## config.mk

```make
export PLATFORM = sky130hd
export DESIGN_NAME = uc_secuenciador_flat
export DESIGN_NICKNAME = d
export VERILOG_FILES = /design/src/rtl/uc_secuenciador_if.sv /design/src/rtl/uc_secuenciador.sv /design/src/flat_wrapper.sv
export SDC_FILE = /design/constraint.sdc
export NUM_CORES = 1
export LEC_CHECK = 0
export BUFFER_PORTS_ARGS = -buffer_cell sky130_fd_sc_hd__buf_2
export CORE_MARGIN = 3
export CORE_UTILIZATION = 35
export DETAILED_ROUTE_END_ITERATION = 12
export GPL_ROUTABILITY_DRIVEN = 0
export RECOVER_POWER = 100
export SLEW_MARGIN = 20
export SYNTH_ARGS = -nofsm -noshare
export SYNTH_HDL_FRONTEND = slang
export SYNTH_SLANG_ARGS = --single-unit
export TNS_END_PERCENT = 30
```

## constraint.sdc

```tcl
create_clock -name clk -period 1.27 [get_ports clk]
set_input_delay 0.254 -clock clk [delete_from_list [all_inputs] [get_ports clk]]
set_output_delay 0.254 -clock clk [all_outputs]
set_load 0.02 [all_outputs]
```

## src/rtl/uc_secuenciador_if.sv

```systemverilog
// Bus between the microc control unit and its datapath: opcode and ALU
// status flow into the controller, datapath selects flow back out.
interface uc_secuenciador_if;
  logic [5:0] Opcode;
  logic       zero;
  logic       carry;
  logic       s_skip;
  logic       s_inc;
  logic       s_inm;
  logic       we;
  logic [2:0] ALUOp;
  logic       pc_en;
  logic       halted;

  modport master (
    input  Opcode, zero, carry,
    output s_skip, s_inc, s_inm, we, ALUOp, pc_en, halted
  );

  modport slave (
    output Opcode, zero, carry,
    input  s_skip, s_inc, s_inm, we, ALUOp, pc_en, halted
  );
endinterface

```

## src/rtl/uc_secuenciador.sv

```systemverilog
// Multi-cycle control unit for the microc datapath. Every instruction takes
// a FETCH cycle (program memory read) and an EXEC cycle (decode + commit).
// The Z/C flags are registered here so conditional branches see the result
// of the most recent ALU operation, not the live ALU outputs.
module uc_secuenciador #(
  parameter int unsigned INIT_CYCLES = 1
) (
  input logic           clk,
  input logic           reset,
  uc_secuenciador_if.master bus
);

  typedef enum logic [1:0] {INIT, FETCH, EXEC, HALT} state_t;

  localparam logic [3:0] INIT_LOAD = 4'(INIT_CYCLES);

  state_t     state, state_nxt;
  logic [3:0] init_cnt;
  logic       zf, cf;
  logic [3:0] op;

  // The two opcode LSBs belong to the operand field and do not affect decode.
  logic unused_op_lsbs;
  assign unused_op_lsbs = ^bus.Opcode[1:0];

  assign op = bus.Opcode[5:2];

  // Sequencer state register.
  always_ff @(posedge clk or negedge reset) begin
    if (!reset) state <= INIT;
    else        state <= state_nxt;
  end

  // Warm-up counter: lets program memory settle before the first fetch.
  always_ff @(posedge clk or negedge reset) begin
    if (!reset)                                init_cnt <= INIT_LOAD;
    else if (state == INIT && init_cnt != 4'd0) init_cnt <= init_cnt - 4'd1;
  end

  // Flag register: only ALU operations (opcode MSB clear) capture Z/C.
  always_ff @(posedge clk or negedge reset) begin
    if (!reset) begin
      zf <= 1'b0;
      cf <= 1'b0;
    end else if (state == EXEC && !op[3]) begin
      zf <= bus.zero;
      cf <= bus.carry;
    end
  end

  // Next-state: leave INIT on the edge the counter reaches zero; HALT absorbs.
  always_comb begin
    state_nxt = state;
    case (state)
      INIT:    if (init_cnt <= 4'd1) state_nxt = FETCH;
      FETCH:   state_nxt = EXEC;
      EXEC:    state_nxt = (op == 4'b1111) ? HALT : FETCH;
      HALT:    state_nxt = HALT;
      default: state_nxt = INIT;
    endcase
  end

  // Datapath selects: idle values everywhere except EXEC, where the opcode decodes.
  always_comb begin
    bus.s_skip = 1'b0;
    bus.s_inc  = 1'b1;
    bus.s_inm  = 1'b0;
    bus.we     = 1'b0;
    bus.ALUOp  = 3'b000;
    bus.pc_en  = 1'b0;
    bus.halted = (state == HALT);
    if (state == EXEC) begin
      if (!op[3]) begin
        bus.ALUOp = op[2:0];
        bus.we    = 1'b1;
        bus.pc_en = 1'b1;
      end else begin
        case (op[2:0])
          3'b000: begin bus.s_inm = 1'b1; bus.we = 1'b1; bus.pc_en = 1'b1; end
          3'b001: begin bus.s_inc = 1'b0;   bus.pc_en = 1'b1; end
          3'b010: begin bus.s_inc = ~zf;    bus.pc_en = 1'b1; end
          3'b011: begin bus.s_inc = zf;     bus.pc_en = 1'b1; end
          3'b100: begin bus.s_inc = ~cf;    bus.pc_en = 1'b1; end
          3'b101: begin bus.s_skip = zf;    bus.pc_en = 1'b1; end
          3'b110: bus.pc_en = 1'b1;
          default: bus.pc_en = 1'b0;
        endcase
      end
    end
  end

endmodule

```

## src/flat_wrapper.sv

```systemverilog
// flat-port wrapper written by rule: the top's interface ports become plain ports
module uc_secuenciador_flat 
#(
  parameter int unsigned INIT_CYCLES = 1
)
  (clk, reset, bus_Opcode, bus_zero, bus_carry, bus_s_skip, bus_s_inc, bus_s_inm, bus_we, bus_ALUOp, bus_pc_en, bus_halted);
  uc_secuenciador_if bus_i ();
  input logic clk;
  input logic reset;
  input wire logic [$bits(bus_i.Opcode)-1:0] bus_Opcode;
  input wire logic [$bits(bus_i.zero)-1:0] bus_zero;
  input wire logic [$bits(bus_i.carry)-1:0] bus_carry;
  output wire logic [$bits(bus_i.s_skip)-1:0] bus_s_skip;
  output wire logic [$bits(bus_i.s_inc)-1:0] bus_s_inc;
  output wire logic [$bits(bus_i.s_inm)-1:0] bus_s_inm;
  output wire logic [$bits(bus_i.we)-1:0] bus_we;
  output wire logic [$bits(bus_i.ALUOp)-1:0] bus_ALUOp;
  output wire logic [$bits(bus_i.pc_en)-1:0] bus_pc_en;
  output wire logic [$bits(bus_i.halted)-1:0] bus_halted;
  assign bus_i.Opcode = bus_Opcode;
  assign bus_i.zero = bus_zero;
  assign bus_i.carry = bus_carry;
  assign bus_s_skip = bus_i.s_skip;
  assign bus_s_inc = bus_i.s_inc;
  assign bus_s_inm = bus_i.s_inm;
  assign bus_we = bus_i.we;
  assign bus_ALUOp = bus_i.ALUOp;
  assign bus_pc_en = bus_i.pc_en;
  assign bus_halted = bus_i.halted;
  uc_secuenciador #(.INIT_CYCLES(INIT_CYCLES)) u_core (.clk(clk), .reset(reset), .bus(bus_i));
endmodule
```

==> results.txt <==
The routed wire length on met3 is 66 um. In this run the power spent charging and discharging nets is 0.151 mW. For this run, the post-layout net count is 98.

The number of buffers on the longest clock path was 2; the H-tree level count was 1. Top cell family by delay on the critical path: simple AND/OR/NAND/NOR gates. Net switching is 24.4% of the power. The most common flop cell mapped by yosys was dfrtp_1. The minimum period implied by the final worst setup slack came out at 1.46 ns. After synthesis, the share of flip-flops with an asynchronous set or reset is 100%. The final HPWL from detailed placement was 849 um; the multiplexer share of the synthesized area was 9.62%.

The biggest fanout along the worst timing path is 4. The via count came out at 468. In this run the worst hold path is classified as in2reg. Distinct cell type count of the synthesized netlist: 28. In this run the critical register-to-register path is captured at u_core.zf$_DFFE_PN0P_.

The instance count after placement with tap cells included was 91. Yosys printed 0 warnings. The share of the synthesized netlist area taken by xor and xnor gates is 1.64%.

The filler cells instantiated in the layout total 133. The smallest setup slack after layout was -0.190 ns. The mapped netlist covers 533 um^2.

For the number of endpoints with negative hold slack in the final report, the log shows 0. The category of the critical setup timing path was reg2out. The logs give 16.2% for the combinational share of power and 0 for the post-route antenna net violation count. Walking the worst path, the cells encountered are nand2b_4, nor2_4, and2_4, buf_6. Static leakage: 0.370 nW. Part of the cycle the worst path needs: 115%.

The tools report the total iterations of the first detailed-routing run as 3. The run gives 33.2% as the part of the total power dissipated in the clock network. The final setup skew was 0.0168 ns; the remaining routing DRC violations was 0.

Pin count of the biggest net entering global routing: 9. At the worst endpoint, the required time is 1.02 ns. The y dimension of the die came out at 45.0 um. CTS saw 8 sinks. STA classifies the critical path endpoint as an output port.

The first-iteration detailed-routing DRC count is 1. The flow ran to the end, but the final reports show violations. Startpoint of the most critical register-to-register path: u_core.state[0]$_DFFE_PN0P_. Once the floorplan was initialized, standard cells occupied 39.0% of the core.

The arrival time reported for the critical path endpoint was 1.21 ns. Setup repair after global routing could not meet its margin everywhere. The number of antenna cells inserted is 0. The setup check on the worst reg-to-reg path leaves a slack of -0.15 ns. The number of synthesized register bits is 8. Number of pins with negative max-slew slack in the final report: 0. Counting buffers and inverters, the worst setup path is 4 cells deep. Summed over all layers, the global routing overflow is 0. When the netlist entered floorplanning its net count stood at 63. The post-detailed-routing wire length was 1090 um; the final routed wire length divided by cell count was 11.0 um.

The routed design uses 506 um of met2 wire. The design draws 0.616 mW. The floorplan step defined a core boundary enclosing 1370 um^2.

Clock-pin slew was measured on the worst setup and hold paths at 0.06 ns. The tools report the relative slew slack as 73.6%. The CTS buffer count is 3. The launch point of the critical path is u_core.state[0]$_DFFE_PN0P_.

The final reports fail on setup timing. Across every metal layer, demand over resource in global routing totals 12.6%. The number of buffer cells added on primary ports is 16, and the standard-cell row count is 13. The area growth from synthesis to final layout is 51.2%. For the floorplan die area, the log shows 2030 um^2.

The main combinational cell family by area after synthesis is simple AND/OR/NAND/NOR gates. The synthesized netlist devotes 13.4% of its cell area to compound gates. TritonCTS built the clock tree. The largest individual stage delay along the critical path comes from the cell dfrtp_1. The top layer reached by signal wires is met3.

The number of vias per cell after detailed routing was 4.73; the part of the Yosys area used for sequential elements was 37.8%. Synthesis handed over a netlist of 50 instances. STA classifies the critical path startpoint as a flip-flop. The CTS root buffer was clkbuf_4.

For this block, wires on met1 add up to 511 um. The tools report the largest vdd supply drop as 772 uV. Proportion of netlist area held by the largest area contributor: 32.9%. The run gives 0 as the number of antenna violations at the first check in global routing. For this run, the slowest stage of the critical path takes 0.39 ns. For the total internal power, the log shows 0.466 mW. During I/O placement, the number of pins put on the boundary was 19. Derived from the worst setup path, the maximum achievable clock frequency is 685 MHz.

The run gives 0 as the max-cap check violation count. Number of buffers and inverters on the critical path: 1. The worst-skew pair later-pin latency is 0.26 ns, and the basic-gate share of the synthesized area counting and, or, nand and nor cells is 29.1%.

After the flow finishes, the layout carries non-filler instances totaling 99. The library cell used most frequently in the layout, excluding fill and tap cells, is buf_4. Summing the areas of all fa, ha and maj instances in the mapped netlist gives 7.04% of the synthesized area. The tools report the setup TNS as -1.75 ns. Ranked by total cell area, the synthesized netlist is headed by dfrtp_1, ha_1, and2_2, mux2_4, dfstp_2. The biggest area consumer among synthesized cells is dfrtp_1. The post-route netlist has 57.1% of its cells at a drive strength greater than 1. In this run the worst setup path terminates at bus_ALUOp[0]. The share of total power dissipated in sequential elements is 50.6%. The number of global-route vias before repair was 460.

Power spread over the standard cell area amounts to 765 nW/um^2. In this run, synthesis inferred 0 flip-flops with an integrated enable. The first global-routing pass estimated 1850 um of wire. Averaged over all synthesized cells, the footprint is 10.7 um^2.

Setup violations remaining at the end of the flow were counted as 12. For the pin with the worst max-slew slack, the measured transition is 0.397 ns. Counting cells, the worst reg-to-reg path comes to 6. The library cells used most frequently in the layout, excluding fill and tap cells, are buf_4, buf_2, dfrtp_1. The die is 45.0 um wide.
[cell type report]
| class | instances | area (um^2) | share of cell area, % |
|---|---|---|---|
| clock buffer | 4 | 26.3 | 3.26 |
| multi-input combinational | 40 | 329 | 40.8 |
| timing repair buffer | 30 | 221 | 27.5 |
| sequential | 8 | 203 | 25.2 |
| inverter | 2 | 7.51 | 0.932 |
| tap | 15 | 18.8 | 2.33 |
[power by group through the flow]
stage	logic, mW	registers, mW	clock network [mW]
6_report	0.100	0.312	0.205
5_1_grt	0.111	0.315	0.241
4_1_cts	0.0986	0.311	0.213
3_5_place_dp	0.0955	0.314	0
3_3_place_gp	0.0941	0.313	0
2_1_floorplan	0.0565	0.305	0
[stage by stage]
stage                     utilization [%]  cell area (um^2)  hold WS, ns  setup slack [ns]
after floorplan                         -               533      -0.0416           0.00277
after global placement               51.7               707        0.101           -0.0350
after detailed placement             51.7               707       0.0989           -0.0355
after CTS                            57.5               786        0.235            -0.203
after global routing                 59.0               806        0.223            -0.265
final                                59.0               806        0.241            -0.190
[timing repair]
action,CTS,global route
gates resized for setup,13,7
pin swaps,3,4
gates cloned,0,0
hold buffers,1,0
setup buffers,1,2
endpoints found under the setup margin,10,15
endpoints found under the hold margin,7,0
[per-layer routing]
metal | up-vias | global-route usage, %
li1 | 241 | -
met1 | 218 | 15.9
met2 | 9 | 19.2
met5 | - | 0
met4 | 0 | 1.75
met3 | 0 | 7.17
[cells by family (layout without fill, tap and decap cells)]
logic type                 count (synthesis)  count (layout)
and+or+nand+nor                           23              23
AOI/OAI and AO/OA                          9               9
DFF                                        8               8
muxes                                      4               4
adders and majority gates                  3               3
buffers and inverters                      2              36
xor gates and xnor gates                   1               1
[cell usage after synthesis (2+ instances only)]
library cell,count
o21bai_1,2
inv_1,2
nand3b_1,2
ha_1,3
and2_2,4
dfrtp_1,7
nand2_1,2
o21ai_0,2
a21oi_1,2
mux2_4,2
nor2_1,5
[flip-flops by register name, summed over array words and instances, names as in the netlist]
| name | flops |
|---|---|
| u_core.init_cnt | 4 |
| u_core.cf | 1 |
| u_core.state | 2 |
| u_core.zf | 1 |
[worst min path at each step]
stage                                           endpoint       from  cells after the start
final                              u_core.cf$_DFFE_PN0P_  bus_carry                      2
after global routing               u_core.zf$_DFFE_PN0P_   bus_zero                      2
after CTS                          u_core.cf$_DFFE_PN0P_  bus_carry                      2
after detailed placement  u_core.init_cnt[2]$_DFFE_PN0P_      reset                      1
after global placement    u_core.init_cnt[2]$_DFFE_PN0P_      reset                      1
after floorplan                    u_core.cf$_DFFE_PN0P_      reset                      0
Note: power is estimated with default switching activity, not from simulation.
